## src/rtl/imem_fetch_ctrl.sv

```systemverilog
// Fetch sequencer for a combinational 256x32 instruction ROM: owns the PC,
// feeds a one-entry valid/ready stage to decode, handles redirects and halt/fault.
module imem_fetch_ctrl #(
  parameter logic [31:0] RESET_PC   = 32'h0000_0000,
  parameter logic [31:0] HALT_WORD  = 32'hFFFF_FFFF,
  parameter int unsigned ADDR_LIMIT = 1024
) (
  input  logic        clk,
  input  logic        reset,
  output logic [31:0] imem_addr,
  input  logic [31:0] imem_rdata,
  input  logic        redirect_valid,
  input  logic [31:0] redirect_target,
  output logic        out_valid,
  input  logic        out_ready,
  output logic [31:0] out_instr,
  output logic [31:0] out_pc,
  output logic        halted,
  output logic        fault,
  output logic [31:0] fetch_count
);

  typedef enum logic {RUN, HALTED} state_t;

  localparam logic [31:0] LIMIT = 32'(ADDR_LIMIT);

  state_t      state_q, state_d;
  logic [31:0] pc_q, pc_d;
  logic        vld_q, vld_d;
  logic [31:0] instr_q, instr_d;
  logic [31:0] opc_q, opc_d;
  logic        halted_q, halted_d;
  logic        fault_q, fault_d;
  logic [31:0] cnt_q, cnt_d;

  logic xfer, slot_free;

  assign xfer      = vld_q && out_ready;
  assign slot_free = !vld_q || out_ready;

  always_comb begin
    state_d  = state_q;
    pc_d     = pc_q;
    vld_d    = vld_q;
    instr_d  = instr_q;
    opc_d    = opc_q;
    halted_d = halted_q;
    fault_d  = fault_q;
    cnt_d    = cnt_q;

    // A word accepted by decode counts even if a redirect discards the stage.
    if (xfer) cnt_d = cnt_q + 32'd1;

    case (state_q)
      RUN: begin
        if (redirect_valid) begin
          vld_d = 1'b0;
          if (redirect_target[1:0] == 2'b00) begin
            pc_d = redirect_target;
          end else begin
            fault_d  = 1'b1;
            halted_d = 1'b1;
            state_d  = HALTED;
          end
        end else if (slot_free) begin
          vld_d = 1'b0;
          if (pc_q >= LIMIT) begin
            fault_d  = 1'b1;
            halted_d = 1'b1;
            state_d  = HALTED;
          end else if (imem_rdata == HALT_WORD) begin
            // Sentinel is swallowed; pc stays pointing at it.
            halted_d = 1'b1;
            state_d  = HALTED;
          end else begin
            instr_d = imem_rdata;
            opc_d   = pc_q;
            vld_d   = 1'b1;
            pc_d    = pc_q + 32'd4;
          end
        end
      end
      HALTED: vld_d = 1'b0;
      default: state_d = RUN;
    endcase
  end

  always_ff @(posedge clk) begin
    if (reset) begin
      state_q  <= RUN;
      pc_q     <= RESET_PC;
      vld_q    <= 1'b0;
      instr_q  <= 32'd0;
      opc_q    <= 32'd0;
      halted_q <= 1'b0;
      fault_q  <= 1'b0;
      cnt_q    <= 32'd0;
    end else begin
      state_q  <= state_d;
      pc_q     <= pc_d;
      vld_q    <= vld_d;
      instr_q  <= instr_d;
      opc_q    <= opc_d;
      halted_q <= halted_d;
      fault_q  <= fault_d;
      cnt_q    <= cnt_d;
    end
  end

  assign imem_addr   = pc_q;
  assign out_valid   = vld_q;
  assign out_instr   = instr_q;
  assign out_pc      = opc_q;
  assign halted      = halted_q;
  assign fault       = fault_q;
  assign fetch_count = cnt_q;

endmodule

```

## config.mk

```make
export PLATFORM = sky130hd
export DESIGN_NAME = imem_fetch_ctrl
export DESIGN_NICKNAME = d
export VERILOG_FILES = /design/src/rtl/imem_fetch_ctrl.sv
export SDC_FILE = /design/constraint.sdc
export NUM_CORES = 1
export LEC_CHECK = 0
export CAP_MARGIN = 20
export CORE_ASPECT_RATIO = 1.4
export CORE_MARGIN = 4
export CORE_UTILIZATION = 35
export CTS_CLUSTER_DIAMETER = 200
export DETAILED_ROUTE_END_ITERATION = 6
export GPL_TIMING_DRIVEN = 0
export PLACE_DENSITY = 0.62
export SLEW_MARGIN = 10
export SYNTH_ARGS = -nofsm -noshare
export SYNTH_HDL_FRONTEND = slang
export SYNTH_SLANG_ARGS = --single-unit
export TNS_END_PERCENT = 1
```

## constraint.sdc

```tcl
create_clock -name clk -period 5.7 [get_ports clk]
set_input_delay 0.57 -clock clk [delete_from_list [all_inputs] [get_ports clk]]
set_output_delay 0.57 -clock clk [all_outputs]
set_load 0.02 [all_outputs]
```

## Word level (Yosys, flattened, before mapping)

Cells that the tools add are included.

| cells by class | value |
|---|---|
| shift operators | 0 |
| multipliers | 0 |
| reduce and logical (&&, ||, !) cells | 11 |
| eq/ne operators | 6 |
| bitwise gates (word level) | 4 |
| $add $sub $neg | 2 |
| divide/modulo/power cells | 0 |
| multiplexer cells | 24 |
| magnitude comparators | 1 |

Operator list:

| operator | number |
|---|---|
| $mux W32 | 5 |
| $add A32 B1 Y32 const B | 1 |
| $add A32 B3 Y32 const B | 1 |
| $eq A32 B32 Y1 const B | 1 |
| $ge A32 B11 Y1 const B | 1 |
| $mux W1 | 18 |
| $reduce_and A5 Y1 | 2 |
| $reduce_and A4 Y1 | 2 |
| $ne A2 B2 Y1 const B | 3 |
| $not A1 Y1 | 4 |
| $reduce_bool A2 Y1 | 2 |
| $ne A3 B3 Y1 const B | 1 |
| $reduce_bool A3 Y1 | 1 |
| $logic_not A2 Y1 | 1 |
| $ne A2 B1 Y1 const B | 1 |
| $pmux W1 S2 | 1 |
| $logic_and A1 B1 Y1 | 1 |
| $logic_not A1 Y1 | 1 |
| $logic_or A1 B1 Y1 | 1 |

| storage, ports and cells | value |
|---|---|
| register bits after elaboration | 132 |
| latch bits | 0 |
| memory bits (read-only) | 0 |
| RAM bits | 0 |
| memories kept | 0 |
| bits of input ports | 68 |
| output and inout bits | 131 |

## Logic depth before layout (Yosys ltp)

| depth | value |
|---|---|
| word-level depth | 6 |
| mapped depth | 7 |

## Worst setup path after synthesis

Ideal clock, no wire load.

| path | value |
|---|---|
| path type | reg-to-reg |
| start | reg pc_q[3], in the netlist imem_addr[3] |
| end | reg pc_q[26], in the netlist imem_addr[26] |
| arrival time | 2.135 ns |
| library setup time | 0.070 ns |
| cell stages (with the launch flop) | 7 |
| setup slack | 3.495 ns |
| path through | dfxtp_1 > ha_1 > and4_1 > nand4_1 > or4_1 > a221o_1 > a21oi_1 |

| between the ends | value |
|---|---|
| cells in the longest elaborated chain, start to end | 5 |
| elaborated cells between the ends (all ways) | 8 |
| those cells by class | 1 x add/sub; 1 x order compare; 1 x eq/ne; 4 x mux; 1 x reduce/logical |

RTL lines:

| element | RTL line | RTL |
|---|---|---|
| from (decl) | 28 | `logic [31:0] pc_q, pc_d;` |
| from (signal assigned) | 100 | `pc_q <= pc_d;` |
| $add A32 B3 Y32 | 79 | `pc_d = pc_q + 32'd4;` |
| $mux W32 | 71 | `end else if (imem_rdata == HALT_WORD) begin` |
| $mux W32 | 67 | `if (pc_q >= LIMIT) begin` |
| $mux W32 | 65 | `end else if (slot_free) begin` |
| $mux W32 | 56 | `if (redirect_valid) begin` |

Several ways; a longest one is shown, not always the timed one. The select of a mux whose other input is x is not followed.
A chain may end at the register's enable or synchronous reset.

## Worst setup path after layout

| path | value |
|---|---|
| start | in redirect_target[1] |
| end | reg pc_q[3], in the netlist imem_addr[3] |

| between the ends | value |
|---|---|
| cells in the longest elaborated chain, start to end | 3 |

RTL lines:

| element | RTL line | RTL |
|---|---|---|
| from (decl) | 13 | `input logic [31:0] redirect_target,` |
| $logic_not A2 Y1 | 58 | `if (redirect_target[1:0] == 2'b00) begin` |
| $ne A2 B1 Y1 (no source line) | n/a |  |
| $reduce_and A5 Y1 (no source line) | n/a |  |

No other way between the ends.

==> impl_results.md <==
- Status: finished clean
- CP max FO: 10
- Worst Hold Class: flip-flop to flip-flop
- Vias per cell: roughly 5.3
- CP cell instances: clkdlybuf4s50_1 > nor4b_4 > a21oi_2 > a2111oi_4 > clkbuf_1 > nor3_1 > a211oi_1
- Die height: 158 µm
- Final Skew: around 0.013 ns
- Dpl ws: approximately 2.5 ns
- DR vias: between 5000 and 6000
- #FFs+latches synth: approximately 130
- Port bufs: a little under 200
- CP Buf/Inv Count: 2
- Average footprint of a synthesized cell: 9.17 µm²
- Global-route wire length before repair: approximately 29 mm
- Cts repair resizes: 0
- Placed Instance Area: 7860 µm²
- GRT Resource Usage Total: between 20% and 30%
- CP Class: input port to flip-flop
- Post-synthesis sequential area ratio: 46.9%
- Area Overhead vs Synth: 49.4%
- Die area: approximately 18000 µm²
- Antenna violations before repair: 0
- # DRC: 0
- Setup bufs post-CTS: 0
- Share of layout cells above drive strength 1: 5.68%
- IO Pins: 199
- Post-CTS Hold Buffers: 0
- Clock buffer depth: 2
- Starting Density: between 30% and 40%
- Placed cell count: about 1000
- CTS sink cnt: approximately 130
- Wirelength per Cell: 17.5 µm
- Ys async rst share: 0%
- Synth cell types: 54
- Design Area, Final: roughly 8400 µm²
- Fillers: around 1500
- Ant. Diodes: 0
- DR iter-0 viols: 367
- Num CTS Buffers: 17
- Slowest CP cell: a2111oi_4
- CTS H-tree lvls: 4
- Main flop type after synthesis: dfxtp_1
- Top delay family on crit path: compound AO/OA/AOI/OAI gates
- Worst skew pair latency: about 0.42 ns
- Setup_tns: 0 ns
- Setup WS post-layout: between 2 and 3 ns
- Die Wd: 115 µm
- Post-Synthesis Cells: ~620
- Syn nets: between 600 and 700
- Vias in the first global route: 5620
- Mapped cell area: around 5600 µm²
- Worst Setup End Kind: flip-flop
- PwrDens: slightly below 300 nW/µm²
- F_max: 352 MHz
- Clk root buf: clkbuf_16
- RSZ-0062 raised after global routing: no
- Final Hold Vio Count: 0
- Gpl congestion: ~0.86
- Slew Viols, Final: 0
- CP required: approximately 6 ns
- Routed WL: approximately 18 mm
- Total global routing overflow: 0
- Fin util: 53.7%
- Post-synth EDFFs: 0
- CTS tree: built
- Max_cap viols: 0
- Total core area: 15700 µm²
- Worst slew pin tran: between 0.8 and 0.9 ns
- Finished Layout Cells: between 1000 and 1500
- Fin crit period: 2.84 ns
- Pin count of the biggest net entering global routing: 17
- Routed Antenna Nets: 0
- Final setup fails: 0
- DPL Wire Length: between 10 and 15 mm
- Pre-antenna DRT Iters: 6
- Nets: 903
- Max IR drop VDD: about 0.21 mV
- Clock slew at reported path FFs: ~0.06 ns
- WP data arrival: between 3 and 4 ns
- Worst Setup Start Kind: input port
- Leak: about 2.9 nW
- Crit path largest cell delay: between 0.6 and 0.7 ns
- Row cnt: 54
- Synth warnings: 0
- Worst relative slew slack: between 40 and 50%
- Period utilization: between 40% and 50%
-- kinds of logic after synthesis --
kind of cell	after synthesis	share of synthesized area [%]
xor+xnor	21	3.26
simple gates	254	23.9
mux	43	7.64
compound gates	119	14.2
fa+ha+maj	3	0.666
buf+inv	43	3.44
flops	132	46.9
-- per-stage QoR --
step,power [mW],hold WS [ns]
2_1_floorplan,1.24,0.522
3_3_place_gp,1.43,0.441
3_5_place_dp,1.43,0.444
4_1_cts,2.47,0.467
5_1_grt,2.54,0.478
6_report,2.44,0.460
-- worst paths after layout --
check	start	end	slack (ns)	cells after the start
max reg2reg	imem_addr[10]$_SDFFE_PP0P_	imem_addr[3]$_SDFFE_PP0P_	3.03	6
min	halted$_SDFFE_PP0P_	halted$_SDFFE_PP0P_	0.46	2
min reg2reg	halted$_SDFFE_PP0P_	halted$_SDFFE_PP0P_	0.46	2
max	redirect_target[1]	imem_addr[3]$_SDFFE_PP0P_	2.86	7
-- cell usage after synthesis (3+ instances only) --
cell,instances,area (µm²)
a21oi_1,40,200
a221o_1,3,30.0
a221oi_1,3,26.3
a32o_1,4,40.0
and2_1,30,188
and3_1,4,25.0
and4_1,10,87.6
buf_1,4,15.0
buf_6,4,45.0
clkbuf_1,20,75.1
dfxtp_1,132,2640
ha_1,3,37.5
inv_1,12,45.0
mux2i_1,43,430
nand2_1,52,195
nand2b_1,4,25.0
nand3_1,21,105
nand4_1,20,125
nor2_1,74,278
nor3_1,4,20.0
nor4_1,8,50.1
o211ai_1,3,22.5
o21ai_0,29,145
o22ai_1,6,37.5
o31ai_1,7,52.6
o41ai_1,5,43.8
or3_1,11,68.8
or4_1,4,30.0
xnor2_1,6,52.6
xor2_1,15,131
-- final cells by class --
| cell class | instances | area, µm² | area share, % |
|---|---|---|---|
| Timing Repair Buffer | 198 | 1980 | 23.5 |
| Clock buffer | 17 | 425 | 5.05 |
| Clock inverter | 15 | 134 | 1.59 |
| Inverter | 13 | 48.8 | 0.579 |
| Tap cell | 196 | 245 | 2.91 |
| Multi-Input combinational cell | 440 | 2800 | 33.2 |
| Buffer | 30 | 145 | 1.72 |
| Sequential cell | 132 | 2640 | 31.4 |
-- cells in the final DEF, fill, tap and decap left out, types with 4 or more instances in the layout --
| master | n |
|---|---|
| a21oi_1 | 40 |
| and4_1 | 10 |
| buf_6 | 4 |
| o41ai_1 | 5 |
| xnor2_1 | 6 |
| nand2b_1 | 4 |
| xor2_1 | 15 |
| mux2i_1 | 43 |
| nor2_1 | 74 |
| buf_1 | 4 |
| inv_6 | 7 |
| nor3_1 | 4 |
| or3_1 | 11 |
| nand3_1 | 21 |
| and2_1 | 30 |
| clkdlybuf4s50_1 | 198 |
| nor4_1 | 8 |
| or4_1 | 4 |
| and3_1 | 4 |
| clkbuf_16 | 17 |
| nand2_1 | 52 |
| nand4_1 | 20 |
| o21ai_0 | 29 |
| o22ai_1 | 6 |
| clkbuf_1 | 20 |
| a32o_1 | 4 |
| dfxtp_1 | 132 |
| inv_1 | 12 |
| o31ai_1 | 7 |
-- state kept, by name, summed over array words and instances, names as in the netlist --
signal	flops
imem_addr	32
fetch_count	32
halted	1
out_valid	1
state_q	1
out_instr	32
fault	1
out_pc	32
-- metal layers --
layer | GRT usage (%) | vias up | share of wire [%]
met2 | 33.8 | 249 | 49
met5 | 0 | - | 0
met1 | 24.8 | 2558 | 41
met3 | 5.47 | 30 | 7.8
li1 | - | 2653 | -
met4 | 7.33 | 0 | 2.1
-- worst min-delay path, stage by stage, from the launching register on --
cell and delay [ns]:
dfxtp_1 0.32, nand2_1 0.06, o41ai_1 0.05
-- power breakdown --
| part | switching, mW | total, mW | leakage (nW) | internal (mW) |
|---|---|---|---|---|
| combinational | 0.221 | 0.410 | 1.57 | 0.189 |
| sequential | 0.0407 | 1.00 | 1.07 | 0.962 |
| clock | 0.456 | 1.03 | 0.276 | 0.575 |
No activity file was read; power rests on OpenSTA's default activity.
